**config.mk**
```make
export PLATFORM = sky130hd
export DESIGN_NAME = x7seg_rx
export DESIGN_NICKNAME = d
export VERILOG_FILES = /design/src/rtl/x7seg_pkg.sv /design/src/rtl/x7seg_seg2hex.sv /design/src/rtl/x7seg_rx.sv
export SDC_FILE = /design/constraint.sdc
export NUM_CORES = 1
export LEC_CHECK = 0
export BUFFER_PORTS_ARGS = -buffer_cell sky130_fd_sc_hd__buf_2
export CAP_MARGIN = 5
export CORE_ASPECT_RATIO = 1.5
export CORE_MARGIN = 1.5
export CORE_UTILIZATION = 55
export DETAILED_ROUTE_END_ITERATION = 8
export PLACE_DENSITY = 0.86
export RECOVER_POWER = 25
export SYNTH_ARGS = -nofsm -noshare
export SYNTH_HDL_FRONTEND = slang
export SYNTH_SLANG_ARGS = --single-unit
```
**constraint.sdc**
```tcl
create_clock -name CP -period 2.1 [get_ports CP]
set_clock_uncertainty 0.1 [all_clocks]
set_input_delay 0.21 -clock CP [delete_from_list [all_inputs] [get_ports CP]]
set_output_delay 0.21 -clock CP [all_outputs]
set_load 0.01 [all_outputs]
```
**src/rtl/x7seg_pkg.sv**
```systemverilog
// Shared definitions for the multiplexed 7-segment scan interface:
// segment pattern table (active-low, bit6=a .. bit0=g), digit count,
// blanked-anode constant, receiver FSM states and small helpers.
package x7seg_pkg;

    localparam int NUM_DIGITS = 4;
    localparam logic [3:0] AN_BLANK = 4'b1111;

    // Active-low segment patterns for hex digits 0..F
    localparam logic [6:0] SEG_TABLE [16] = '{
        7'b0000001, 7'b1001111, 7'b0010010, 7'b0000110,
        7'b1001100, 7'b0100100, 7'b0100000, 7'b0001111,
        7'b0000000, 7'b0000100, 7'b0001000, 7'b1100000,
        7'b0110001, 7'b1000010, 7'b0110000, 7'b0111000
    };

    typedef enum logic {
        IDLE    = 1'b0,
        COLLECT = 1'b1
    } state_t;

    // True when a blanked position sits below a shown one; leading-zero
    // blanking may only remove a contiguous run at the top.
    function automatic logic blank_rule_bad(input logic [NUM_DIGITS-1:0] seen);
        logic bad;
        logic shown_above;
        bad = 1'b0;
        shown_above = 1'b0;
        for (int i = NUM_DIGITS - 1; i >= 0; i--) begin
            if (seen[i])
                shown_above = 1'b1;
            else if (shown_above)
                bad = 1'b1;
        end
        return bad;
    endfunction

endpackage

```
**src/rtl/x7seg_seg2hex.sv**
```systemverilog
// Combinational segment-pattern to hex-nibble decoder. Unknown patterns
// decode to 0 with inv raised.
module x7seg_seg2hex
    import x7seg_pkg::*;
(
    input  logic [6:0] seg,
    output logic [3:0] nib,
    output logic       inv
);

    logic [15:0] hit;

    genvar gi;
    generate
        for (gi = 0; gi < 16; gi++) begin : g_match
            assign hit[gi] = (seg == SEG_TABLE[gi]);
        end
    endgenerate

    // Patterns in the table are distinct, so at most one hit is set
    always_comb begin
        nib = 4'd0;
        inv = 1'b1;
        for (int i = 0; i < 16; i++) begin
            if (hit[i]) begin
                nib = 4'(i);
                inv = 1'b0;
            end
        end
    end

endmodule

```
**src/rtl/x7seg_rx.sv**
```systemverilog
// Receiver for a 4-digit multiplexed 7-segment scan. Filters scan
// transitions, captures one nibble per accepted slot and publishes the
// reconstructed value at each digit-0 frame boundary.
// Optional macro X7SEG_RX_SYNC_EN inserts a 2-flop input synchronizer
// (reset to all-ones) ahead of the sampler, adding 2 cycles of latency.
module x7seg_rx
    import x7seg_pkg::*;
#(
    parameter int STABLE_CYC  = 4,
    parameter int TIMEOUT_CYC = 65536
) (
    input  logic        CP,
    input  logic        CR,
    input  logic [6:0]  a_to_g,
    input  logic [3:0]  an,
    input  logic        dp,
    output logic [15:0] x,
    output logic [3:0]  blank,
    output logic        valid,
    output logic        err,
    output logic        lost
);

    // Stable counter must be able to hold STABLE_CYC itself
    localparam int SW = $clog2(STABLE_CYC + 1);
    localparam int TW = $clog2(TIMEOUT_CYC);
    localparam logic [SW-1:0] STABLE_MAX = SW'(STABLE_CYC);
    localparam logic [TW-1:0] TIMEOUT_MAX = TW'(TIMEOUT_CYC - 1);

    logic [3:0] an_in;
    logic [6:0] seg_in;
    logic       dp_unused;

`ifdef X7SEG_RX_SYNC_EN
    logic [11:0] sync1_reg;
    logic [11:0] sync2_reg;

    // Two-flop synchronizer; idles at blank so no slot is seen at startup
    always_ff @(posedge CP or negedge CR) begin
        if (!CR) begin
            sync1_reg <= '1;
            sync2_reg <= '1;
        end else begin
            sync1_reg <= {dp, an, a_to_g};
            sync2_reg <= sync1_reg;
        end
    end

    assign dp_unused = sync2_reg[11];
    assign an_in     = sync2_reg[10:7];
    assign seg_in    = sync2_reg[6:0];
`else
    assign dp_unused = dp;
    assign an_in     = an;
    assign seg_in    = a_to_g;
`endif

    // ---------------- sampler / glitch filter ----------------
    logic [10:0]   samp_reg;
    logic [10:0]   samp_next;
    logic [SW-1:0] stab_reg;
    logic [SW-1:0] stab_next;
    logic          changed;
    logic          accept_reg;
    logic          accept_next;

    assign samp_next = {an_in, seg_in};
    assign changed   = (samp_next != samp_reg);

    // Run-length of identical samples; accept fires once when it reaches STABLE_CYC
    always_comb begin
        stab_next = stab_reg;
        if (changed)
            stab_next = SW'(1);
        else if (stab_reg != STABLE_MAX)
            stab_next = stab_reg + 1'b1;
        accept_next = (stab_next == STABLE_MAX)
                   && (changed || (stab_reg != STABLE_MAX))
                   && $onehot(~an_in);
    end

    // Sample register, stable counter and accept strobe
    always_ff @(posedge CP or negedge CR) begin
        if (!CR) begin
            samp_reg   <= '0;
            stab_reg   <= '0;
            accept_reg <= 1'b0;
        end else begin
            samp_reg   <= samp_next;
            stab_reg   <= stab_next;
            accept_reg <= accept_next;
        end
    end

    // ---------------- slot decode ----------------
    logic [1:0] slot;
    logic [3:0] dec_nib;
    logic       dec_inv;

    // Position of the single low anode in the accepted sample
    always_comb begin
        slot = 2'd0;
        for (int i = 0; i < NUM_DIGITS; i++) begin
            if (!samp_reg[7 + i])
                slot = 2'(i);
        end
    end

    x7seg_seg2hex u_seg2hex (
        .seg (samp_reg[6:0]),
        .nib (dec_nib),
        .inv (dec_inv)
    );

    // ---------------- capture FSM ----------------
    state_t        state_reg, state_next;
    logic [3:0]    nib_reg  [NUM_DIGITS];
    logic [3:0]    nib_next [NUM_DIGITS];
    logic [3:0]    seen_reg, seen_next;
    logic          ferr_reg, ferr_next;
    logic [TW-1:0] tcnt_reg, tcnt_next;
    logic          lost_reg, lost_next;
    logic [15:0]   x_reg, x_next;
    logic [3:0]    blank_reg, blank_next;
    logic          err_reg, err_next;
    logic          valid_reg, valid_next;
    logic          acc0;

    assign acc0 = accept_reg && (slot == 2'd0);

    // Next-state: slot capture, frame publish at digit 0, timeout (accept wins)
    always_comb begin
        state_next = state_reg;
        nib_next   = nib_reg;
        seen_next  = seen_reg;
        ferr_next  = ferr_reg;
        tcnt_next  = tcnt_reg;
        lost_next  = lost_reg;
        x_next     = x_reg;
        blank_next = blank_reg;
        err_next   = err_reg;
        valid_next = 1'b0;

        if (acc0)
            tcnt_next = '0;
        else if (tcnt_reg != TIMEOUT_MAX)
            tcnt_next = tcnt_reg + 1'b1;

        if (accept_reg) begin
            if (slot == 2'd0) begin
                lost_next = 1'b0;
                if (state_reg == COLLECT) begin
                    for (int i = 0; i < NUM_DIGITS; i++)
                        x_next[i*4 +: 4] = seen_reg[i] ? nib_reg[i] : 4'd0;
                    blank_next = ~seen_reg;
                    err_next   = ferr_reg | blank_rule_bad(seen_reg);
                    valid_next = 1'b1;
                end
                state_next  = COLLECT;
                nib_next[0] = dec_nib;
                seen_next   = 4'b0001;
                ferr_next   = dec_inv;
            end else if (state_reg == COLLECT) begin
                nib_next[slot]  = dec_nib;
                seen_next[slot] = 1'b1;
                ferr_next       = ferr_reg | dec_inv;
            end
        end else if (tcnt_reg == TIMEOUT_MAX) begin
            lost_next  = 1'b1;
            state_next = IDLE;
            seen_next  = 4'b0000;
            ferr_next  = 1'b0;
        end
    end

    // FSM, capture and output registers
    always_ff @(posedge CP or negedge CR) begin
        if (!CR) begin
            state_reg <= IDLE;
            for (int i = 0; i < NUM_DIGITS; i++)
                nib_reg[i] <= 4'd0;
            seen_reg  <= 4'b0000;
            ferr_reg  <= 1'b0;
            tcnt_reg  <= '0;
            lost_reg  <= 1'b0;
            x_reg     <= 16'h0000;
            blank_reg <= 4'b1110;
            err_reg   <= 1'b0;
            valid_reg <= 1'b0;
        end else begin
            state_reg <= state_next;
            nib_reg   <= nib_next;
            seen_reg  <= seen_next;
            ferr_reg  <= ferr_next;
            tcnt_reg  <= tcnt_next;
            lost_reg  <= lost_next;
            x_reg     <= x_next;
            blank_reg <= blank_next;
            err_reg   <= err_next;
            valid_reg <= valid_next;
        end
    end

    assign x     = x_reg;
    assign blank = blank_reg;
    assign err   = err_reg;
    assign valid = valid_reg;
    assign lost  = lost_reg;

endmodule

```
==> results.yml, run 1 <==
synth:
  synthAdderAreaFrac_pct: 2.263
  yosysWarnings: 0
  muxShareOfSynthArea_pct: 0
  synthXorXnorAreaFrac_pct: 3.601
  synthDistinctLibCells: 51
  ys_async_sr_fraction_pct: 100.0
  avgSynthCellArea_um2: 9.501
  synth_nets: 404
  yosys.area_share.simple_pct: 23.49
  synth_top_area_share_pct: 50.07
  synth_top_family_by_area: "simple AND/OR/NAND/NOR gates"
  synthTopCellsByArea: "dfrtp_1, nand2_1, o21ai_0"
  yosys.area.top_type: "dfrtp_1"
  synth_compound_area_share_pct: 14.61
  synth_edf_count: 0
  synth_ff_type: "dfrtp_1"
  synth_cells: 384
  ys_seq_area_share_pct: 52.23
  netlist_area_um2: 3648
  ys_ff_latch: 76
power_and_ir_drop:
  power.static_leakage_nw: 1.874
  power.density_nw_per_um2: 613.6
  power_mw: 2.593
  ir_drop_mv: 0.3016
setup_path:
  path_buf_inv: 2
  crit_path_top_delay_cell: "dlygate4sd3_1"
  critPathArrivalTime_ns: 2.13
  crit_fanout: 3
  endpoint_kind: "flop"
  critical-path-max-stage-delay_ns: 0.59
  critPathKind: "input port to flop"
  crit_required_ns: 2.26
  crit_family: "adder cells"
  crit_path_frequent_cell: "ha_1"
  start_kind: "input port"
  crit_chain: "dlygate4sd3_1, fa_1, inv_1, ha_1, ha_1, nor2_1, nand3_1, nor4_2"
drt:
  wl_um: 7510
  drtIter0Drc: 195
  route.detailed.drc: 0
  drt_pre_antenna_iters: 5
  vias: 3028
  drtAntennaViolNets: 0
  wire_per_inst_um: 14.61
  vias_per_cell: 5.891
status:
  status: "finished clean"
placement:
  gp_congestion: 0.8829
  dpl_cell_area_um2: 3955
  port-buffer-count: 35
  dp_hpwl_um: 5289
  placed_cells: 487
floorplanning:
  die-area_um2: 7141
  start_util_pct: 56.64
  chipHeight_um: 102.8
  rows: 36
  ios: 37
  fp.dieW_um: 69.50
  core_um2: 6441
run:
  cap_violations: 0
clock_tree:
  cts-root-buf: "clkbuf_8"
  post_cts_buffers: 0
  htree_num_levels: 3
  cts_tree: "built"
  clock_sinks: 76
  clkTransAtPathRegs_ns: 0.07
  clock_path_buffers: 2
  clock_latency_ns: 0.35
  cts_buffers: 9
final_layout:
  seqCellArea_um2: 1906
  nets: 453
  fin_area_um2: 4225
  multi_input_area_um2: 1610
  area_growth_pct: 15.81
  antenna_cells: 0
  fillers: 526
  drive_above_1_share_pct: 13.24
  instances_no_fill: 514
timing:
  min_period_over_period_pct: 93.86
  max-slew-margin-rel_pct: 3.226
  finalHoldViolCount: 0
  rsz0062_at_grt: "false"
  setup_viol: 0
  period_needed_ns: 1.971
  fin_worst_hold_slack_ns: 0.2597
  slew_violations: 0
  tightest_slew_ns: 1.452
  tns_ns: 0
  max_clock_freq_ghz: 0.5073
grt:
  grt_pass1_wl_um: 12890
  antenna_found_initial: 0
  track_usage_pct: 23.00
  grt_max_degree: 44
  grt_pass1_vias: 2993
  gr-total-overflow: 0
min_path:
  holdCritPathClass: "input port to flop"
## where the power goes
group / switching (mW) / internal [mW]
Sequential: 0.0307 / 1.47
Clock: 0.491 / 0.459
Combinational: 0.0772 / 0.0608
## layout by cell type (no fill, tap or decap), types with 2 or more instances in the layout
cell | Yosys | layout
nand2b_1 | 4 | 4
o211ai_1 | 2 | 2
inv_1 | 12 | 12
dlygate4sd3_1 | 0 | 12
nand3_1 | 12 | 12
buf_12 | 0 | 2
or4_1 | 5 | 5
nor4b_1 | 2 | 2
nand4_1 | 7 | 7
xor2_1 | 12 | 12
nand2_1 | 61 | 61
xnor2_1 | 3 | 3
clkbuf_1 | 12 | 15
nor4_1 | 7 | 6
and3_1 | 4 | 4
buf_2 | 9 | 23
nor2_1 | 29 | 29
clkbuf_8 | 0 | 10
a31oi_1 | 5 | 5
a41oi_1 | 3 | 3
clkinv_2 | 0 | 2
nor3b_1 | 4 | 4
buf_4 | 0 | 12
and2_1 | 3 | 3
dfstp_2 | 3 | 3
nor3_1 | 9 | 9
ha_1 | 5 | 5
o41ai_1 | 2 | 2
a21oi_1 | 21 | 21
dfrtp_1 | 73 | 73
and4_1 | 5 | 5
o21ai_0 | 35 | 35
or3_1 | 2 | 2
and3b_1 | 3 | 3
o31ai_1 | 3 | 3
a211oi_1 | 4 | 4
nor2b_1 | 3 | 3
nand3b_1 | 2 | 2
## path summary, 6_finish.rpt
path	startpoint	cells after the start	to	slack [ns]
min in group asynchronous	CR	2	x[0]	0.63
hold reg to reg	x[13]	2	x[13]	0.38
setup reg to reg	tcnt_reg[3]	4	tcnt_reg[15]	0.14
setup / recovery	an[3]	8	accept_reg	0.13
max in group asynchronous	CR	2	x[10]	0.42
hold / removal	an[0]	4	stab_reg[0]	0.26
## cells in the mapped netlist (4+ instances only)
cell type / count
o21ai_0: 35
a21oi_1: 21
nor4_1: 7
and3_1: 4
inv_1: 12
ha_1: 5
or4_1: 5
and4_1: 5
buf_2: 9
nand2_1: 61
nor3b_1: 4
nand3_1: 12
clkbuf_1: 12
dfrtp_1: 73
nor3_1: 9
nand4_1: 7
nand2b_1: 4
a31oi_1: 5
xor2_1: 12
nor2_1: 29
a211oi_1: 4
## worst register-to-register path, cell delays in order (launching register included)
cell and delay (ns):
dfrtp_1 0.44, nand4_1 0.30, or4_4 0.62, nor4b_2 0.27
a211oi_1 0.11
## cell families (layout without fill, tap and decap cells)
kind of cell,count (synthesis),count (layout)
compound gates,86,86
xor+xnor,15,15
fa+ha+maj,6,6
buf+inv,34,88
flops,76,76
simple gates,167,167
## per-layer routing
| metal | global-route usage, % | wire length (µm) |
|---|---|---|
| met1 | 24.15 | 2913 |
| met2 | 41.79 | 4102 |
| met3 | 3.519 | 199 |
| met4 | 17.04 | 295 |
| met5 | 0 | 0 |
## through the flow
| step | utilization [%] | setup slack, ns |
|---|---|---|
| floorplan | - | 0.1732 |
| global placement | 61.40 | 0.1629 |
| detailed placement | 61.40 | 0.1231 |
| CTS | 65.79 | 0.02275 |
| global route | 65.60 | 0.03740 |
| finish | 65.60 | 0.1288 |
## repair_timing
| item | in CTS | in global routing |
|---|---|---|
| endpoints found under the hold margin | 32 | 0 |
| setup endpoints to repair | 0 | 1 |
| hold buffers | 12 | 0 |
| resized for setup | 0 | 1 |
## cell type report
cell class | count | share of cell area [%]
multi-input combinational | 274 | 38.11
inverter | 12 | 1.066
clock buffer | 14 | 3.613
timing repair buffer | 60 | 9.624
tap | 76 | 2.251
clock inverter | 2 | 0.2369
sequential | 76 | 45.10
(Power assumes the default switching activity.)
==> run 2, diff against run 1 <==
- PLACE_DENSITY: 0.86 -> 0.72
==> results.yml, run 2 (synthesis gave the netlist of run 1 again) <==
grt:
  grt_pass1_vias: 2699
  track_usage_pct: 21.85
  gr-total-overflow: 0
  grt_max_degree: 44
  antenna_found_initial: 0
  grt_pass1_wl_um: 12190
setup_path:
  crit_required_ns: 2.27
  endpoint_kind: "flop"
  critPathArrivalTime_ns: 2.12
  crit_fanout: 14
  critPathKind: "flop to flop"
  start_kind: "flop"
drt:
  drtAntennaViolNets: 0
  drt_pre_antenna_iters: 4
  drtIter0Drc: 172
  route.detailed.drc: 0
  vias_per_cell: 5.695
  vias: 2933
  wl_um: 7239
  wire_per_inst_um: 14.06
final_layout:
  final_common_cell: "dfrtp_1"
  nets: 454
  final_cell_mix: "dfrtp_1, nand2_1, o21ai_0, nor2_1, buf_2"
  instances_no_fill: 515
  drive_above_1_share_pct: 13.44
  antenna_cells: 0
  area_growth_pct: 16.19
placement:
  gp_congestion: 0.8147
  placed_cells: 487
  dp_slack_ns: 0.08666
  dp_hpwl_um: 5228
  port-buffer-count: 35
clock_tree:
  clock_sinks: 76
  clkTransAtPathRegs_ns: 0.07
  cts-root-buf: "clkbuf_8"
  clock_latency_ns: 0.35
  htree_num_levels: 3
  cts_tree: "built"
  clock_path_buffers: 2
  cts.repair.resized: 0
  post_cts_buffers: 0
  cts_buffers: 9
floorplanning:
  ios: 37
  start_util_pct: 56.64
  fp.dieW_um: 69.50
  rows: 36
  chipHeight_um: 102.8
  core_um2: 6441
  die-area_um2: 7141
power_and_ir_drop:
  power.density_nw_per_um2: 635.4
  power_mw: 2.693
  power.static_leakage_nw: 1.886
  ir_drop_mv: 0.3621
timing:
  period_needed_ns: 1.944
  slew_violations: 0
  tns_ns: 0
  max_clock_freq_ghz: 0.5143
  tightest_slew_ns: 1.182
  rsz0062_at_grt: "false"
  min_period_over_period_pct: 92.59
  finalHoldViolCount: 0
  setup_ws_ns: 0.1557
  max-slew-margin-rel_pct: 21.19
  setup_viol: 0
  fin_worst_hold_slack_ns: 0.2395
run:
  cap_violations: 0
status:
  status: "finished clean"
min_path:
  holdCritPathClass: "input port to flop"
## run 2: stage by stage
step | util, % | instance area (µm²)
floorplan | - | 3649
global placement | 61.21 | 3943
detailed placement | 61.21 | 3943
CTS | 66.05 | 4254
global route | 65.81 | 4239
finish | 65.81 | 4239
## run 2: what timing repair did
item | 4_1_cts | 5_1_grt
hold buffers | 12 | 0
hold endpoints to repair | 29 | 0
endpoints found under the setup margin | 0 | 0
## run 2: where the power goes
group	internal (mW)	total, mW	switching, mW
Sequential	1.47	1.50	0.0304
Clock	0.558	1.05	0.496
Combinational	0.0598	0.135	0.0753
Total	2.09	2.69	0.602
## run 2: path summary, 6_finish.rpt
| check | depth (start not counted) | to | slack [ns] | startpoint |
|---|---|---|---|---|
| min | 4 | stab_reg[0] | 0.24 | an[1] |
| max reg2reg | 5 | tcnt_reg[11] | 0.16 | tcnt_reg[0] |
| max in group asynchronous | 3 | blank[3] | 0.51 | CR |
| max | 5 | tcnt_reg[11] | 0.16 | tcnt_reg[0] |
| min in group asynchronous | 2 | x[6] | 0.52 | CR |
| min reg2reg | 2 | x[11] | 0.37 | x[11] |
## run 2: layer usage
metal / vias to the layer above / part of all wire, % / global-route usage [%] / wire length, µm
met3: 16 / 2.8 / 2.933 / 204
met1: 1393 / 41 / 25.36 / 2992
met2: 54 / 52 / 38.76 / 3789
li1: 1470 / - / - / -
met4: 0 / 3.5 / 13.12 / 253
met5: - / 0 / 0 / 0
## run 2: worst max-delay path: stages (launching register included)
cell and delay (ns):
dfrtp_1 0.41, ha_1 0.23, and4_1 0.27, and4_4 0.22, or4_1 0.50, a21oi_1 0.14
## run 2: area by class of cell
cell class	instances	area (µm²)
Inverter	12	45.04
Sequential cell	76	1906
Multi-Input combinational cell	274	1604
Timing Repair Buffer	61	397.9
Fill cell	563	2202
Clock inverter	1	5.005
Tap cell	76	95.09
Clock buffer	15	186.4
==> run 3, diff against run 2 <==
- CORE_UTILIZATION: 55 -> 50
- PLACE_DENSITY: 0.72 -> 0.66
==> results.yml, run 3 (synthesis gave the netlist of run 1 again) <==
status:
  status: "finished clean"
timing:
  max_clock_freq_ghz: 0.5025
  slew_violations: 0
  tns_ns: 0
  setup_viol: 0
  max-slew-margin-rel_pct: 32.03
  min_period_over_period_pct: 94.77
  period_needed_ns: 1.990
  tightest_slew_ns: 1.020
  finalHoldViolCount: 0
  rsz0062_at_grt: "false"
setup_path:
  crit_path_top_delay_cell: "or4_1"
  crit_required_ns: 2.29
  crit_chain: "ha_1, and4_1, and4_4, or4_1, a21oi_1"
  critPathArrivalTime_ns: 2.18
  endpoint_kind: "flop"
  critPathKind: "flop to flop"
  crit_fanout: 11
  critical-path-max-stage-delay_ns: 0.51
  start_kind: "flop"
clock_tree:
  cts-root-buf: "clkbuf_8"
  post_cts_buffers: 0
  clock_sinks: 76
  clock_latency_ns: 0.36
  cts_tree: "built"
  clkTransAtPathRegs_ns: 0.08
  htree_num_levels: 3
  clock_path_buffers: 2
  cts_buffers: 9
final_layout:
  final_common_cell: "dfrtp_1"
  fillers: 666
  drive_above_1_share_pct: 14.35
  final_cell_mix: "dfrtp_1, nand2_1, o21ai_0, nor2_1, buf_2"
  area_growth_pct: 16.46
  antenna_cells: 0
  nets: 454
power_and_ir_drop:
  switching_share_pct: 24.72
  ir_drop_mv: 0.4553
  power_mw: 2.763
  pwr-share-seq_pct: 54.3
  p_clk_share_pct: 41.0
  intPower_mw: 2.080
  p_sw_uw: 683.1
  power.density_nw_per_um2: 650.2
  power.static_leakage_nw: 1.873
  combPwrFrac_pct: 4.7
floorplanning:
  start_util_pct: 51.16
  die-area_um2: 7829
  rows: 38
  ios: 37
  fp.dieW_um: 72.75
  chipHeight_um: 107.6
  core_um2: 7132
drt:
  wl_um: 7524
  drtIter0Drc: 175
  drtAntennaViolNets: 0
  drt_pre_antenna_iters: 4
  vias_per_cell: 5.665
  vias: 2940
  route.detailed.drc: 0
  wire_per_inst_um: 14.50
grt:
  gr-total-overflow: 0
  track_usage_pct: 21.63
  antenna_found_initial: 0
  grt_pass1_vias: 2753
  grt_max_degree: 77
  grt_pass1_wl_um: 12920
placement:
  port-buffer-count: 35
  gp_congestion: 0.8158
  dp_hpwl_um: 5139
run:
  cap_violations: 0
min_path:
  holdCritPathClass: "input port to flop"
-- run 3: worst paths after layout --
check                             from            to  slack, ns  cells after the start
max                        tcnt_reg[0]  tcnt_reg[11]       0.11                      5
min                              an[1]   stab_reg[0]       0.25                      4
max reg2reg                tcnt_reg[0]  tcnt_reg[11]       0.11                      5
min reg2reg                       x[8]          x[8]       0.37                      2
max in group asynchronous           CR          lost       0.70                      3
min in group asynchronous           CR   nib_reg[10]       0.55                      3
-- run 3: area by class of cell --
| cell class | count | area, µm² | area share, % |
|---|---|---|---|
| clock inverters | 7 | 77.57 | 1.826 |
| clock buffers | 9 | 123.9 | 2.915 |
| flip-flops and latches | 76 | 1906 | 44.85 |
| well taps | 80 | 100.1 | 2.356 |
| repair buffers | 61 | 386.6 | 9.099 |
| multi-input cells | 274 | 1610 | 37.90 |
| inverters | 12 | 45.04 | 1.060 |
-- run 3: critical path: cells and delay by family (launching register included) --
family          cells  cell delay (ns)
simple gates        3             1.03
compound gates      1             0.15
flops               1             0.41
fa+ha+maj           1             0.22
-- run 3: stage by stage --
step	area [µm²]	cells	utilization [%]	setup WS (ns)	hold WS (ns)
2_1_floorplan	3649	384	-	0.1732	-0.1856
3_3_place_gp	3948	491	55.35	0.1560	0.1766
3_5_place_dp	3948	491	55.35	0.07619	0.1790
4_1_cts	4269	519	59.86	0.1043	0.2401
5_1_grt	4249	519	59.58	0.007815	0.2868
6_report	4249	519	59.58	0.1099	0.2544
-- run 3: power groups by stage --
stage	Combinational (mW)	Sequential (mW)	Clock (mW)
2_1_floorplan	0.0731	1.51	0
3_3_place_gp	0.122	1.53	0
3_5_place_dp	0.124	1.53	0
4_1_cts	0.141	1.50	1.15
5_1_grt	0.152	1.50	1.22
6_report	0.131	1.50	1.13
-- run 3: repair_timing --
item / CTS / global route
endpoints found under the setup margin: 0 / 1
resized for setup: 0 / 1
hold endpoints to repair: 84 / 0
hold buffers: 12 / 0
-- run 3: per-layer routing --
metal | wire (µm) | share of wire, % | vias to the layer above | GRT usage [%]
li1 | - | - | 1477 | -
met1 | 3112 | 41 | 1388 | 25.37
met2 | 4040 | 54 | 59 | 37.42
met3 | 167 | 2.2 | 16 | 3.933
met4 | 204 | 2.7 | 0 | 10.38
met5 | 0 | 0 | - | 0
